### config.mk
export PLATFORM = sky130hd
export DESIGN_NAME = vga_mem_arbiter
export DESIGN_NICKNAME = d
export VERILOG_FILES = /design/src/rtl/vga_mem_arb_pkg.sv /design/src/rtl/vga_rr_picker.sv /design/src/rtl/vga_mem_arbiter.sv
export SDC_FILE = /design/constraint.sdc
export NUM_CORES = 1
export LEC_CHECK = 0
export BUFFER_PORTS_ARGS = -buffer_cell sky130_fd_sc_hd__buf_2
export CELL_PAD_IN_SITES_DETAIL_PLACEMENT = 0
export CELL_PAD_IN_SITES_GLOBAL_PLACEMENT = 2
export CORE_AREA = 3 3 125 127
export CTS_CLUSTER_SIZE = 20
export DETAILED_ROUTE_END_ITERATION = 8
export DIE_AREA = 0 0 128 130
export PLACE_DENSITY_LB_ADDON = 0.1
export SLEW_MARGIN = 15
export SYNTH_ARGS = -nofsm -noshare
export SYNTH_HDL_FRONTEND = slang
export SYNTH_HIERARCHICAL = 1
export SYNTH_SLANG_ARGS = --single-unit
### constraint.sdc
create_clock -name clk_i -period 4.4 [get_ports clk_i]
set_input_delay 0.66 -clock clk_i [delete_from_list [all_inputs] [get_ports clk_i]]
set_output_delay 0.66 -clock clk_i [all_outputs]
set_load 0.005 [all_outputs]
### src/rtl/vga_mem_arb_pkg.sv
// Shared types and the round-robin pick helper for the VGA memory arbiter.
package vga_mem_arb_pkg;

    localparam int MAX_REQ        = 8;
    localparam int PTR_MAX_W      = 3;
    localparam int DEF_ADDR_WIDTH = 10;
    localparam int DEF_DATA_WIDTH = 32;

    typedef logic [DEF_ADDR_WIDTH-1:0] mem_addr_t;
    typedef logic [DEF_DATA_WIDTH-1:0] mem_data_t;

    // Rotate by ptr, take the lowest set bit, rotate back: first requester at or above ptr wins.
    function automatic logic [MAX_REQ-1:0] rr_pick(input logic [MAX_REQ-1:0]   req,
                                                   input logic [PTR_MAX_W-1:0] ptr,
                                                   input int                   n);
        logic [MAX_REQ-1:0]   gnt;
        logic [PTR_MAX_W-1:0] idx;
        logic                 found;
        gnt   = '0;
        found = 1'b0;
        for (int i = 0; i < MAX_REQ; i++) begin
            idx = PTR_MAX_W'((i + int'(ptr)) % n);
            if (i < n && !found && req[idx]) begin
                gnt[idx] = 1'b1;
                found    = 1'b1;
            end
        end
        return gnt;
    endfunction

endpackage

### src/rtl/vga_rr_picker.sv
// Combinational round-robin picker over NUM_REQ requesters starting at ptr_i.
module vga_rr_picker
    import vga_mem_arb_pkg::*;
#(
    parameter int NUM_REQ = 3,
    parameter int PTR_W   = 2
) (
    input  logic [NUM_REQ-1:0] req_i,
    input  logic [PTR_W-1:0]   ptr_i,
    output logic [NUM_REQ-1:0] gnt_o
);

    logic [MAX_REQ-1:0] req_ext;
    logic [MAX_REQ-1:0] gnt_ext;

    always_comb begin
        req_ext                = '0;
        req_ext[NUM_REQ-1:0]   = req_i;
        gnt_ext                = rr_pick(req_ext, PTR_MAX_W'(ptr_i), NUM_REQ);
    end

    assign gnt_o = gnt_ext[NUM_REQ-1:0];

    if (NUM_REQ < MAX_REQ) begin : g_hi
        logic unused_hi;
        assign unused_hi = ^gnt_ext[MAX_REQ-1:NUM_REQ];
    end

endmodule

### src/rtl/vga_mem_arbiter.sv
// Single-port memory arbiter: urgent-class-first round-robin, 1-cycle read return.
module vga_mem_arbiter
    import vga_mem_arb_pkg::*;
#(
    parameter int NUM_REQ    = 3,
    parameter int ADDR_WIDTH = 10,
    parameter int DATA_WIDTH = 32
) (
    input  logic                          clk_i,
    input  logic                          arst_n_i,
    input  logic [NUM_REQ-1:0]            req_i,
    input  logic [NUM_REQ-1:0]            urgent_i,
    input  logic [NUM_REQ-1:0]            we_i,
    input  logic [NUM_REQ*ADDR_WIDTH-1:0] addr_i,
    input  logic [NUM_REQ*DATA_WIDTH-1:0] wdata_i,
    output logic [NUM_REQ-1:0]            gnt_o,
    output logic [NUM_REQ-1:0]            rvalid_o,
    output logic [DATA_WIDTH-1:0]         rdata_o,
    output logic                          mem_en_o,
    output logic                          mem_we_o,
    output logic [ADDR_WIDTH-1:0]         mem_addr_o,
    output logic [DATA_WIDTH-1:0]         mem_wdata_o,
    input  logic [DATA_WIDTH-1:0]         mem_rdata_i
);

    localparam int PTR_W = $clog2(NUM_REQ);

    logic [PTR_W-1:0]   rr_ptr_q, rr_ptr_d;
    logic [NUM_REQ-1:0] rvalid_q, rvalid_d;
    logic [NUM_REQ-1:0] urg_req;
    logic [NUM_REQ-1:0] gnt_urg;
    logic [NUM_REQ-1:0] gnt_all;
    logic               any_urg;

    assign urg_req = req_i & urgent_i;
    assign any_urg = |urg_req;

    vga_rr_picker #(.NUM_REQ(NUM_REQ), .PTR_W(PTR_W)) u_pick_urg (
        .req_i (urg_req),
        .ptr_i (rr_ptr_q),
        .gnt_o (gnt_urg)
    );

    vga_rr_picker #(.NUM_REQ(NUM_REQ), .PTR_W(PTR_W)) u_pick_all (
        .req_i (req_i),
        .ptr_i (rr_ptr_q),
        .gnt_o (gnt_all)
    );

    // Grant is forced off while reset is held so no access leaks out during reset.
    assign gnt_o = !arst_n_i ? '0 : (any_urg ? gnt_urg : gnt_all);

    always_comb begin
        mem_en_o    = |gnt_o;
        mem_we_o    = 1'b0;
        mem_addr_o  = '0;
        mem_wdata_o = '0;
        rr_ptr_d    = rr_ptr_q;
        rvalid_d    = '0;
        for (int i = 0; i < NUM_REQ; i++) begin
            if (gnt_o[i]) begin
                mem_we_o    = we_i[i];
                mem_addr_o  = addr_i[i*ADDR_WIDTH +: ADDR_WIDTH];
                mem_wdata_o = wdata_i[i*DATA_WIDTH +: DATA_WIDTH];
                rr_ptr_d    = (i == NUM_REQ - 1) ? '0 : PTR_W'(i + 1);
                rvalid_d[i] = ~we_i[i];
            end
        end
    end

    always_ff @(posedge clk_i or negedge arst_n_i) begin
        if (!arst_n_i) begin
            rr_ptr_q <= '0;
            rvalid_q <= '0;
        end else begin
            rr_ptr_q <= rr_ptr_d;
            rvalid_q <= rvalid_d;
        end
    end

    assign rvalid_o = rvalid_q;
    assign rdata_o  = (|rvalid_q) ? mem_rdata_i : '0;

endmodule
==> results of run 1 <==
[cell families after synthesis]
| kind of cell | count (synthesis) |
|---|---|
| AND/OR/NAND/NOR | 116 |
| AO/OA/AOI/OAI | 108 |
| buffers and inverters | 30 |
| adder cells (fa/ha/maj) | 16 |
| multiplexers | 10 |
| flip-flops | 5 |
[placed cells by master, fill, tap and decap left out]
cell	instances
a22oi_1	42
o21a_1	1
or3_1	2
nor3b_1	2
ha_1	16
and2_1	3
nand4b_1	2
nor2b_1	35
buf_4	3
a32oi_1	2
dfrtp_1	3
clkbuf_1	1
a221oi_2	1
nor3_2	1
o21ai_0	44
inv_1	7
nand3b_1	4
nand4_1	2
nand2b_1	2
mux2i_4	3
a21oi_1	4
o31ai_2	2
buf_6	1
mux2i_1	5
nor2_1	7
o22ai_1	7
clkbuf_16	3
nand2_1	56
buf_2	250
dfrtp_2	2
mux2_2	2
a22o_1	2
a22oi_2	2
buf_12	2
a222oi_1	1
[where the power goes]
part           leakage, uW  internal, uW  switching, uW
clock            0.0000382           120           33.8
sequential       0.0000636          61.8           29.0
combinational      0.00166           579            736
total              0.00176           761            799
[routing by layer]
metal	vias to the layer above	wire [um]
met4	0	19
met2	187	5660
li1	1500	-
met1	1350	3460
met3	2	1060
met5	-	0
[flip-flops by register name, indices dropped and copies added, names as in the netlist]
register / cells
rr_ptr_q: 2
rvalid_o: 3
[stage by stage]
step	instance area (sq um)	utilization, %	setup slack [ns]
floorplan	1890	-	0.969
finish	3430	23.6	0.287
global placement	3340	23.0	0.292
detailed placement	3340	23.0	0.248
global route	3430	23.6	0.0148
CTS	3430	23.6	0.0940
[worst max-delay path, delay by kind of cell, from the launching register on]
kind            cells  cell delay [ns]
buf+inv             3             0.59
flops               1             0.46
fa+ha+maj           1             0.46
simple gates        2             0.54
mux                 2             0.45
compound gates      4             0.68
[Yosys cell counts (all sizes together)]
cell type	instances	area share [%]
buf	11	4.0
mux2i	8	5.3
inv	7	1.4
nor2b	35	12
ha	16	11
mux2	2	1.2
a22o	2	0.93
dfrtp	5	6.6
nor3b	2	0.79
o21ai	44	12
a32oi	2	0.93
nor2	7	1.4
nand2b	2	0.66
o22ai	7	2.3
clkbuf	12	2.4
nand4b	2	0.93
nor3	1	0.26
a221oi	1	0.79
a21oi	4	1.1
o21a	1	0.40
and2	3	0.99
nand3b	4	1.6
a222oi	1	0.53
o31ai	2	1.3
or3	2	0.66
a22oi	44	18
nand2	56	11
nand4	2	0.66
[layout make-up]
| class | instances | area (sq um) | area share (%) |
|---|---|---|---|
| multi-input combinational | 250 | 1640 | 47.9 |
| inverter | 7 | 26.3 | 0.766 |
| sequential | 5 | 128 | 3.72 |
| timing repair buffer | 256 | 1330 | 38.6 |
| tap | 184 | 230 | 6.71 |
| clock buffer | 4 | 78.8 | 2.30 |
[repair_timing]
| action | 4_1_cts | 5_1_grt |
|---|---|---|
| setup endpoints to repair | 1 | 2 |
| endpoints found under the hold margin | 0 | 0 |
| gates resized for setup | 1 | 2 |
[how the worst max path moves through the flow]
stage / startpoint / end / cells after the start
after global placement: rr_ptr_q[0] / mem_wdata_o[12] / 12
after CTS: rr_ptr_q[0] / mem_wdata_o[12] / 12
after global routing: rr_ptr_q[0] / mem_wdata_o[12] / 13
after detailed placement: rr_ptr_q[0] / mem_wdata_o[12] / 12
after floorplan: rr_ptr_q[1] / mem_wdata_o[11] / 12
final: rr_ptr_q[0] / mem_wdata_o[11] / 12
==> key figures, run 1 <==
Outcome
  • Status: completed

Layout
  • Fill cell count: around 1600
  • Layout cells sized above 1: 52.1%
  • Fin nets: between 700 and 800
  • Diodes inserted: 0
  • Area grow syn2layout: 81.3%
  • Non-filler cells, final: around 710

Logic synthesis
  • Synth Cell Area: 1890 sq um
  • Post-Synth Adder-Cell Area: between 10% and 20%
  • Mapped Cells: ~290
  • Largest family of logic cells by synthesized area: compound AO/OA/AOI/OAI gates
  • Net Count, Synth: 470
  • Synth warn: 6
  • Simple-gate share of the synthesized area: 30.6%
  • Synth Area in XOR/XNOR: 0%
  • #FFs+latches synth: 5
  • Multiplexer share of the synthesized area: 6.48%
  • Compound-Gate Fraction of Synth Area: 37.9%
  • Synth unique cells: 33
  • Seq/Total Area, Yosys: around 6.6%
  • Syn Area/Cell: 6.64 sq um

GRT
  • GRT met1 Usage: about a tenth
  • Grt met3 use: 2.70%
  • Largest net degree at the start of global routing: 84
  • M2 GR Usage: between 20% and 30%
  • Gr usage total: 10.6%
  • First-pass GRT wire length: between 10 and 15 mm
  • Initial antenna violation count: 0
  • Busiest layer in global routing: met2
  • Total grt overflow: 0
  • Vias in the first global route: 2907

Drt
  • Initial drt markers: 85
  • Post-detailed-route count of antenna-violating nets: 0
  • Routed length per instance: roughly 14 um
  • Final WL: 10.2 mm
  • DRC viols: 0
  • Vias/cell: 4.30
  • Vias post-DR: 3039
  • TritonRoute pass-1 iters: 4

Clocking
  • Latest clock arrival within the worst-skew pair: around 0.23 ns
  • Clk root buf: clkbuf_16
  • Sink Count: 5
  • CTS tree: done
  • Clock H-tree levels: 1
  • Clk pin slew, worst setup/hold paths: 0.04 ns
  • Clock Path Buffers: 2
  • Num CTS Buffers: 3
  • Postcts setup bufs: 0
  • # hold bufs at CTS: 0

Floorplanning
  • Initial Utilization: 13.0%
  • Die footprint: 16600 sq um
  • Die height: 130 um
  • Core area: 14500 sq um
  • Die X: 128 um
  • Boundary Pins: 251
  • Row count: 44

Setup path
  • WP data required: 3.74 ns
  • Flop-to-flop setup slack: 1.69 ns
  • Critical-path cell list: inv_1 > ha_1 > mux2i_1 > o31ai_2 > or3_1 > a22oi_2 > nand3b_1 > mux2i_4 > buf_6 > a22oi_1 > o21ai_0 > buf_2
  • Worst setup EP type: output port
  • Reg-to-Reg Start: rr_ptr_q[0]
  • R2r worst-path depth: 11
  • R2R Path End: rr_ptr_q[1]
  • Crit-path max cell delay: ~0.46 ns
  • Crit Path Class: reg -> out
  • Startpoint class of the critical path: flip-flop
  • Critical Path Slowest Stage Cell: dfrtp_2
  • Crit path DAT: 3.45 ns
  • Worst Path Max Fanout: 32

STA
  • Max-slew violations: 0
  • Max Clock Freq: approximately 0.24 GHz
  • Worst hold margin: approximately 0.29 ns
  • Slew @ Worst Pin: 0.431 ns
  • Setup tns final: 0 ns
  • Tcrit/Tclk final: 93.5%
  • Hold Vio Cnt, Final: 0
  • Clock Skew: 0.00208 ns
  • Max_slew headroom: 71.0%
  • Final setup violation count: 0
  • RSZ-0062 raised after global routing: false
  • Period minus WS final: 4.11 ns

Power and ir drop
  • PwrDens: between 400 and 500 nW/um^2
  • Max IR drop VDD: roughly 0.15 mV
  • Cell leakage power: 0.00176 uW
  • PnR Total Power: 1560 uW

Run
  • Max-cap violations: 0

Placement
  • GPL Wtd Cong: just under 0.8
  • Port Buffer Count: between 200 and 300
  • Placed Instances: 702
  • Post-DP HPWL: 8.47 mm

Min path
  • Worst Hold Class: in -> async
No activity file was read; power rests on OpenSTA's default activity.
==> inputs of run 2 (changes only) <==
--- a/config.mk
+++ b/config.mk
@@ -5,13 +5,14 @@
 export SDC_FILE = /design/constraint.sdc
 export NUM_CORES = 1
 export LEC_CHECK = 0
+export ABC_AREA = 1
 export BUFFER_PORTS_ARGS = -buffer_cell sky130_fd_sc_hd__buf_2
 export CELL_PAD_IN_SITES_DETAIL_PLACEMENT = 0
 export CELL_PAD_IN_SITES_GLOBAL_PLACEMENT = 2
-export CORE_AREA = 3 3 125 127
+export CORE_AREA = 3 3 137 139
 export CTS_CLUSTER_SIZE = 20
 export DETAILED_ROUTE_END_ITERATION = 8
-export DIE_AREA = 0 0 128 130
+export DIE_AREA = 0 0 140 142
 export PLACE_DENSITY_LB_ADDON = 0.1
 export SLEW_MARGIN = 15
 export SYNTH_ARGS = -nofsm -noshare
==> run 2 against run 1 <==
- combinational power rose by 13%
- via count rose by 24%
- flip-flop and latch count did not move
- clock power fell by 4%
- register-to-register slack got worse by 0.17 ns
- largest power group unchanged
- highest routed layer unchanged
==> key figures, run 2 <==
Logic synthesis
  • Area leader, netlist: nand3_1
  • Post-synth EDFFs: 0 (unchanged)
  • Synth Cell Area: 2470 sq um (+30%)
  • Largest cells by area after synthesis: nand3_1, nand2_1, inv_1
  • Synth top cells by count: nand2_1, inv_1, nand3_1
  • Count leader, synth: nand2_1
  • Synth unique cells: 25 (-24%)
  • #FFs+latches synth: 5 (unchanged)
  • Synth Flop Type: dfrtp_1
  • Mapped Cells: 499 (+75%)
  • FFs w/ async S/R, synth: 100% (unchanged)
  • Post-synth top area share: 19.9% (+3.2 points)
  • Seq/Total Area, Yosys: 5.07% (-1.5 points)
  • Net Count, Synth: 684 (+46%)
  • Synth warn: 6 (unchanged)
  • Syn Area/Cell: 4.95 sq um (-25%)

STA
  • Tcrit/Tclk final: 87.5% (-5.9 points)
  • Period minus WS final: 3.85 ns (-0.261 ns)
  • Slew @ Worst Pin: 0.509 ns (+0.0780 ns)
  • Final setup violation count: 0 (unchanged)
  • Max Clock Freq: 0.260 GHz (+6.8%)
  • Max-slew violations: 0 (unchanged)
  • Setup tns final: 0 ns (unchanged)
  • Clock Skew: 0.00230 ns (+0.000220 ns)
  • Max_slew headroom: 66.0% (-4.9 points)
  • RSZ-0062 raised after global routing: false
  • Hold Vio Cnt, Final: 0 (unchanged)
  • Final setup margin: 0.548 ns (+0.261 ns)

Placement
  • Port Buffer Count: 250 (unchanged)
  • Place WS: 0.703 ns (+0.455 ns)
  • Placed Instances: 962 (+37%)
  • GPL Wtd Cong: 0.816 (+3.8%)
  • Post-DP HPWL: 10.3 mm (+22%)

Clocking
  • Clk pin slew, worst setup/hold paths: 0.03 ns (about the same)
  • Post_cts resized: 0 (-1)
  • Latest clock arrival within the worst-skew pair: 0.23 ns (about the same)
  • Sink Count: 5 (unchanged)
  • # hold bufs at CTS: 0 (unchanged)
  • Clock H-tree levels: 1 (unchanged)
  • Clock Path Buffers: 2 (unchanged)
  • CTS tree: done
  • Clk root buf: clkbuf_16
  • Postcts setup bufs: 0 (unchanged)
  • Num CTS Buffers: 3 (unchanged)

Setup path
  • Crit path DAT: 3.19 ns (-0.26 ns)
  • R2R Path End: rr_ptr_q[1]
  • Reg-to-Reg Start: rr_ptr_q[1]
  • Flop-to-flop setup slack: 1.52 ns (-0.17 ns)
  • Most frequent CP cell: nand2_1
  • Critical Path Slowest Stage Cell: dfrtp_1
  • Crit Path Class: reg -> out
  • Crit-path max cell delay: 0.54 ns (+0.08 ns)
  • Startpoint class of the critical path: flip-flop
  • Worst setup EP type: output port
  • Worst Path Max Fanout: 45 (+41%)
  • R2r worst-path depth: 16 (+5)
  • Critical-path cell list: inv_1 > ha_1 > nand2_1 > nand2_1 > nor2_2 > nor2_4 > a31oi_1 > nand2_1 > inv_1 > nand4_1 > nand3_2 > buf_4 > nand2_4 > inv_4 > nand2_1 > nand3_1 > buf_2
  • WP data required: 3.74 ns (about the same)

Outcome
  • Status: completed

Floorplanning
  • Row count: 49 (+11%)
  • Boundary Pins: 251 (unchanged)
  • Initial Utilization: 13.9% (+0.87 points)
  • Core area: 17800 sq um (+22%)
  • Die footprint: 19900 sq um (+19%)
  • Die X: 140 um (+9.4%)
  • Die height: 142 um (+9.2%)

Drt
  • Vias post-DR: 3782 (+24%)
  • Post-detailed-route count of antenna-violating nets: 0 (unchanged)
  • Final WL: 12.5 mm (+23%)
  • DRC viols: 0 (unchanged)
  • Routed length per instance: 12.9 um (-10%)
  • TritonRoute pass-1 iters: 4 (unchanged)
  • Initial drt markers: 94 (+11%)
  • Vias/cell: 3.91 (-9.1%)

Power and ir drop
  • Cell leakage power: 0.00267 uW (+52%)
  • Max IR drop VDD: 0.163 mV (+10%)
  • PwrDens: 429 nW/um^2 (-5.6%)

GRT
  • Vias in the first global route: 3743 (+29%)
  • Total grt overflow: 0 (unchanged)
  • Gr usage total: 11.8% (+1.2 points)
  • First-pass GRT wire length: 19.4 mm (+35%)
  • Initial antenna violation count: 1 (+1)
  • Largest net degree at the start of global routing: 46 (-45%)

Min path
  • Worst Hold Class: in -> async

Layout
  • Max reg flops: 3 (unchanged)
  • Area grow syn2layout: 61.7%
  • Commonest cells after routing, fill and taps aside: buf_2, nand2_1, inv_1
  • Fin nets: 923 (+30%)
  • Non-filler cells, final: 967 (+37%)
  • Commonest non-fill, non-tap cell in the layout: buf_2
  • Fill cell count: 2128 (+29%)
  • Layout cells sized above 1: 39.8% (-12 points)

Run
  • Max-cap violations: 0 (unchanged)
==> run 2: cell count changes after synthesis, moves of 7 or more <==
cell,previous run,this run
nor2_1,7,80
nor2b_1,35,0
nand2_1,56,125
inv_1,7,107
nand2_2,0,12
o22ai_1,7,0
clkbuf_1,12,3
nand3_1,0,98
o21ai_0,44,4
a22oi_1,42,0
==> run 2: kinds of logic (layout without fill, tap and decap cells) <==
family / after synthesis / in the layout / share of synthesized area [%]
fa+ha+maj: 16 / 16 / 8.11
buf+inv: 135 / 373 / 24.0
compound gates: 11 / 11 / 2.74
other cells: 0 / 1 / 0
simple gates: 332 / 332 / 60.1
flops: 5 / 5 / 5.07
==> run 2: worst max-delay path by stage <==
stage | startpoint | end | slack [ns] | depth (start not counted)
after floorplan | rr_ptr_q[1] | mem_we_o | 1.54 | 16
after global placement | rr_ptr_q[1] | mem_addr_o[2] | 0.75 | 18
after detailed placement | rr_ptr_q[1] | mem_wdata_o[16] | 0.70 | 17
after CTS | rr_ptr_q[1] | mem_wdata_o[16] | 0.45 | 17
after global routing | rr_ptr_q[1] | mem_wdata_o[1] | 0.11 | 16
final | rr_ptr_q[1] | mem_wdata_o[16] | 0.55 | 17
==> run 2: worst max-delay path: cells and delay by family (launching register included) <==
kind	cells	cell delay (ns)
buffers and inverters	5	1.00
AND/OR/NAND/NOR	10	0.90
flip-flops	1	0.54
adder cells (fa/ha/maj)	1	0.37
AO/OA/AOI/OAI	1	0.14
==> run 2: where the power goes <==
| part | switching (uW) | internal, uW | total [uW] |
|---|---|---|---|
| registers | 25.7 | 58.9 | 84.5 |
| logic | 919 | 564 | 1480 |
| clock network | 27.9 | 120 | 148 |
| total | 972 | 742 | 1710 |
==> run 2: cell type report <==
type / count / area (sq um) / share of cell area [%]
diodes: 1 / 2.50 / 0.0627
clock buffers: 4 / 78.8 / 1.97
inverters: 111 / 419 / 10.5
multi-input cells: 359 / 1760 / 44.0
flip-flops and latches: 5 / 125 / 3.13
well taps: 229 / 287 / 7.18
repair buffers: 258 / 1320 / 33.2
==> run 2: layer usage <==
| layer | global-route usage (%) | vias to the layer above | share of wire [%] |
|---|---|---|---|
| met5 | 0 | - | 0 |
| met4 | 2.29 | 0 | 1.5 |
| met3 | 2.52 | 8 | 7.6 |
| met2 | 22.6 | 163 | 51 |
| met1 | 13.6 | 1645 | 40 |
| li1 | - | 1966 | - |
==> run 2: per-stage QoR <==
| step | hold WS [ns] | power, uW | area, sq um | util (%) |
|---|---|---|---|---|
| floorplan | 0.364 | 1060 | 2470 | - |
| global placement | 0.544 | 1620 | 3910 | 22.0 |
| detailed placement | 0.548 | 1600 | 3910 | 22.0 |
| finish | 0.299 | 1710 | 3990 | 22.5 |
| global route | 0.314 | 1970 | 3990 | 22.5 |
| CTS | 0.311 | 1760 | 3990 | 22.4 |
==> inputs of run 3 (changes only) <==
==> constraint.sdc (replaced) <==
create_clock -name clk_i -period 4 [get_ports clk_i]
set_input_delay 0.6 -clock clk_i [delete_from_list [all_inputs] [get_ports clk_i]]
set_output_delay 0.6 -clock clk_i [all_outputs]
set_load 0.005 [all_outputs]
==> run 3 against run 2 <==
- combinational power rose by 11%
- first-iteration DRC count rose by 29%
- via count did not move
- flip-flop and latch count did not move
- register-to-register slack got worse by 0.23 ns
- worst hold slack got worse by 0.055 ns
- power rose by 11%
- sequential share of layout area barely moved
- setup slack got worse by 0.20 ns
- highest routed layer unchanged
==> key figures, run 3 (synthesis gave the netlist of run 2 again) <==
Setup path
  • Crit Path Class: reg -> out
  • Flop-to-flop setup slack: 1.29 ns (-0.23 ns)
  • Crit-path max cell delay: 0.51 ns (-0.03 ns)
  • Crit path DAT: 3.05 ns (-0.14 ns)
  • R2R Path End: rvalid_o[2]
  • Worst Path Max Fanout: 33 (-27%)
  • R2r worst-path depth: 14 (-2)
  • Reg-to-Reg Start: rr_ptr_q[0]
  • Critical-path cell list: inv_1 > ha_1 > inv_1 > o21ai_0 > nand2_1 > a21oi_2 > nand3_1 > nand2_1 > inv_1 > nand4_1 > nand3_2 > buf_4 > or2_2 > nand2_1 > nor2_1 > buf_2
  • Startpoint class of the critical path: flip-flop
  • Worst setup EP type: output port
  • Critical Path Slowest Stage Cell: dfrtp_1
  • WP data required: 3.40 ns (-0.34 ns)

Layout
  • Fill cell count: 2113 (-0.70%)
  • Area grow syn2layout: 62.7%
  • Layout cells sized above 1: 40.0% (+0.22 points)
  • Commonest non-fill, non-tap cell in the layout: buf_2
  • Max reg flops: 3 (unchanged)
  • Fin nets: 924 (+0.11%)
  • Non-filler cells, final: 969 (+0.21%)
  • Commonest cells after routing, fill and taps aside: buf_2, nand2_1, inv_1
  • Final instance area: 4020 sq um (+0.60%)

STA
  • Slew @ Worst Pin: 0.495 ns (-0.0142 ns)
  • Tcrit/Tclk final: 91.4%
  • Hold Vio Cnt, Final: 0 (unchanged)
  • Final setup violation count: 0 (unchanged)
  • Period minus WS final: 3.65 ns
  • Setup tns final: 0 ns (unchanged)
  • Clock Skew: 0.00451 ns (+0.00221 ns)
  • Max-slew violations: 0 (unchanged)
  • RSZ-0062 raised after global routing: false
  • Max Clock Freq: 0.274 GHz
  • Max_slew headroom: 67.0% (+0.99 points)

Floorplanning
  • Die X: 140 um (unchanged)
  • Boundary Pins: 251 (unchanged)
  • Initial Utilization: 13.9% (unchanged)
  • Die footprint: 19900 sq um (unchanged)
  • Row count: 49 (unchanged)
  • Die height: 142 um (unchanged)
  • Core area: 17800 sq um (unchanged)

Drt
  • Routed length per instance: 12.7 um (-1.7%)
  • Final WL: 12.3 mm (-1.5%)
  • DRC viols: 0 (unchanged)
  • Post-detailed-route count of antenna-violating nets: 0 (unchanged)
  • Vias post-DR: 3782 (unchanged)
  • Initial drt markers: 121 (+29%)
  • Vias/cell: 3.90 (-0.21%)
  • TritonRoute pass-1 iters: 4 (unchanged)

Power and ir drop
  • Clock Power Share: 8.6% (about the same)
  • Register share of total power: 4.9% (about the same)
  • PwrDens: 472 nW/um^2 (+9.9%)
  • Logic gate share of total power: 86.5% (about the same)
  • Sw Ratio: 56.1% (-0.64 points)
  • Cell leakage power: 0.00267 uW (+0.13%)
  • NetSw: 1060 uW (+9.3%)
  • Max IR drop VDD: 0.277 mV (+70%)
  • Int Pwr: 833 uW (+12%)

Clocking
  • Clk root buf: clkbuf_16
  • # hold bufs at CTS: 0 (unchanged)
  • Latest clock arrival within the worst-skew pair: 0.23 ns (about the same)
  • Clock H-tree levels: 1 (unchanged)
  • Num CTS Buffers: 3 (unchanged)
  • CTS tree: done
  • Clock Path Buffers: 2 (unchanged)
  • Sink Count: 5 (unchanged)
  • Clk pin slew, worst setup/hold paths: 0.03 ns (about the same)

GRT
  • M2 GR Usage: 22.9% (+0.23 points)
  • Total grt overflow: 0 (unchanged)
  • Initial antenna violation count: 1 (unchanged)
  • Gr usage total: 11.6% (-0.29 points)
  • Grt met3 use: 2.08% (-0.44 points)
  • Vias in the first global route: 3756 (+0.35%)
  • Largest net degree at the start of global routing: 46 (unchanged)
  • First-pass GRT wire length: 19.0 mm (-2.1%)
  • Busiest layer in global routing: met2
  • GRT met1 Usage: 12.8% (-0.78 points)

Placement
  • Placed inst area: 3910 sq um (unchanged)
  • Port Buffer Count: 250 (unchanged)
  • GPL Wtd Cong: 0.833 (+2.1%)
  • Placed Instances: 962 (unchanged)
  • Post-DP HPWL: 10.2 mm (-0.94%)

Min path
  • Worst Hold Class: in -> async

Run
  • Max-cap violations: 0 (unchanged)

Outcome
  • Status: completed
==> run 3: metrics by stage <==
stage / power [uW] / setup WS [ns] / hold slack, ns / util [%]
6_report: 1900 / 0.346 / 0.244 / 22.6
5_1_grt: 2160 / 0.0354 / 0.252 / 22.6
4_1_cts: 1930 / 0.182 / 0.248 / 22.4
3_5_place_dp: 1760 / 0.431 / 0.490 / 22.0
3_3_place_gp: 1780 / 0.509 / 0.493 / 22.0
2_1_floorplan: 1170 / 1.20 / 0.304 / -
==> run 3: critical path: cells and delay by family, from the launching register on <==
kind	cells	cell delay (ns)
fa+ha+maj	1	0.41
compound gates	2	0.24
buf+inv	5	0.72
flops	1	0.51
simple gates	8	0.94
==> run 3: worst max-delay path by stage <==
stage | start | to | slack [ns] | cells past startpoint
3_5_place_dp | rr_ptr_q[0] | mem_wdata_o[19] | 0.43 | 17
4_1_cts | rr_ptr_q[1] | mem_wdata_o[19] | 0.18 | 16
5_1_grt | rr_ptr_q[0] | mem_we_o | 0.04 | 16
3_3_place_gp | rr_ptr_q[1] | mem_wdata_o[30] | 0.51 | 16
2_1_floorplan | rr_ptr_q[1] | mem_we_o | 1.20 | 16
6_report | rr_ptr_q[0] | mem_we_o | 0.35 | 16
==> run 3: layout make-up <==
class / count / area, sq um / share of cell area [%]
diodes: 2 / 5.00 / 0.125
clock buffers: 4 / 78.8 / 1.96
inverters: 111 / 419 / 10.4
multi-input cells: 359 / 1760 / 43.7
flip-flops and latches: 5 / 126 / 3.15
well taps: 229 / 287 / 7.13
repair buffers: 259 / 1340 / 33.5
==> run 3: per-layer routing <==
layer,share of wire [%],up-vias,wire length (um)
met5,0,-,0
met4,1.0,0,125
met3,7.6,6,941
met2,52,169,6460
met1,39,1640,4800
li1,-,1967,-
==> run 3: what timing repair did <==
action	CTS	global route
setup endpoints to repair	0	28
gates resized for setup	0	1
buffers inserted	0	1
==> run 3: power groups by stage <==
stage / combinational, uW / clock (uW) / sequential (uW)
after floorplan: 1080 / 0 / 86.5
after global placement: 1690 / 0 / 90.0
after detailed placement: 1660 / 0 / 93.9
after CTS: 1670 / 169 / 93.3
after global routing: 1880 / 176 / 98.2
final: 1640 / 163 / 93.7
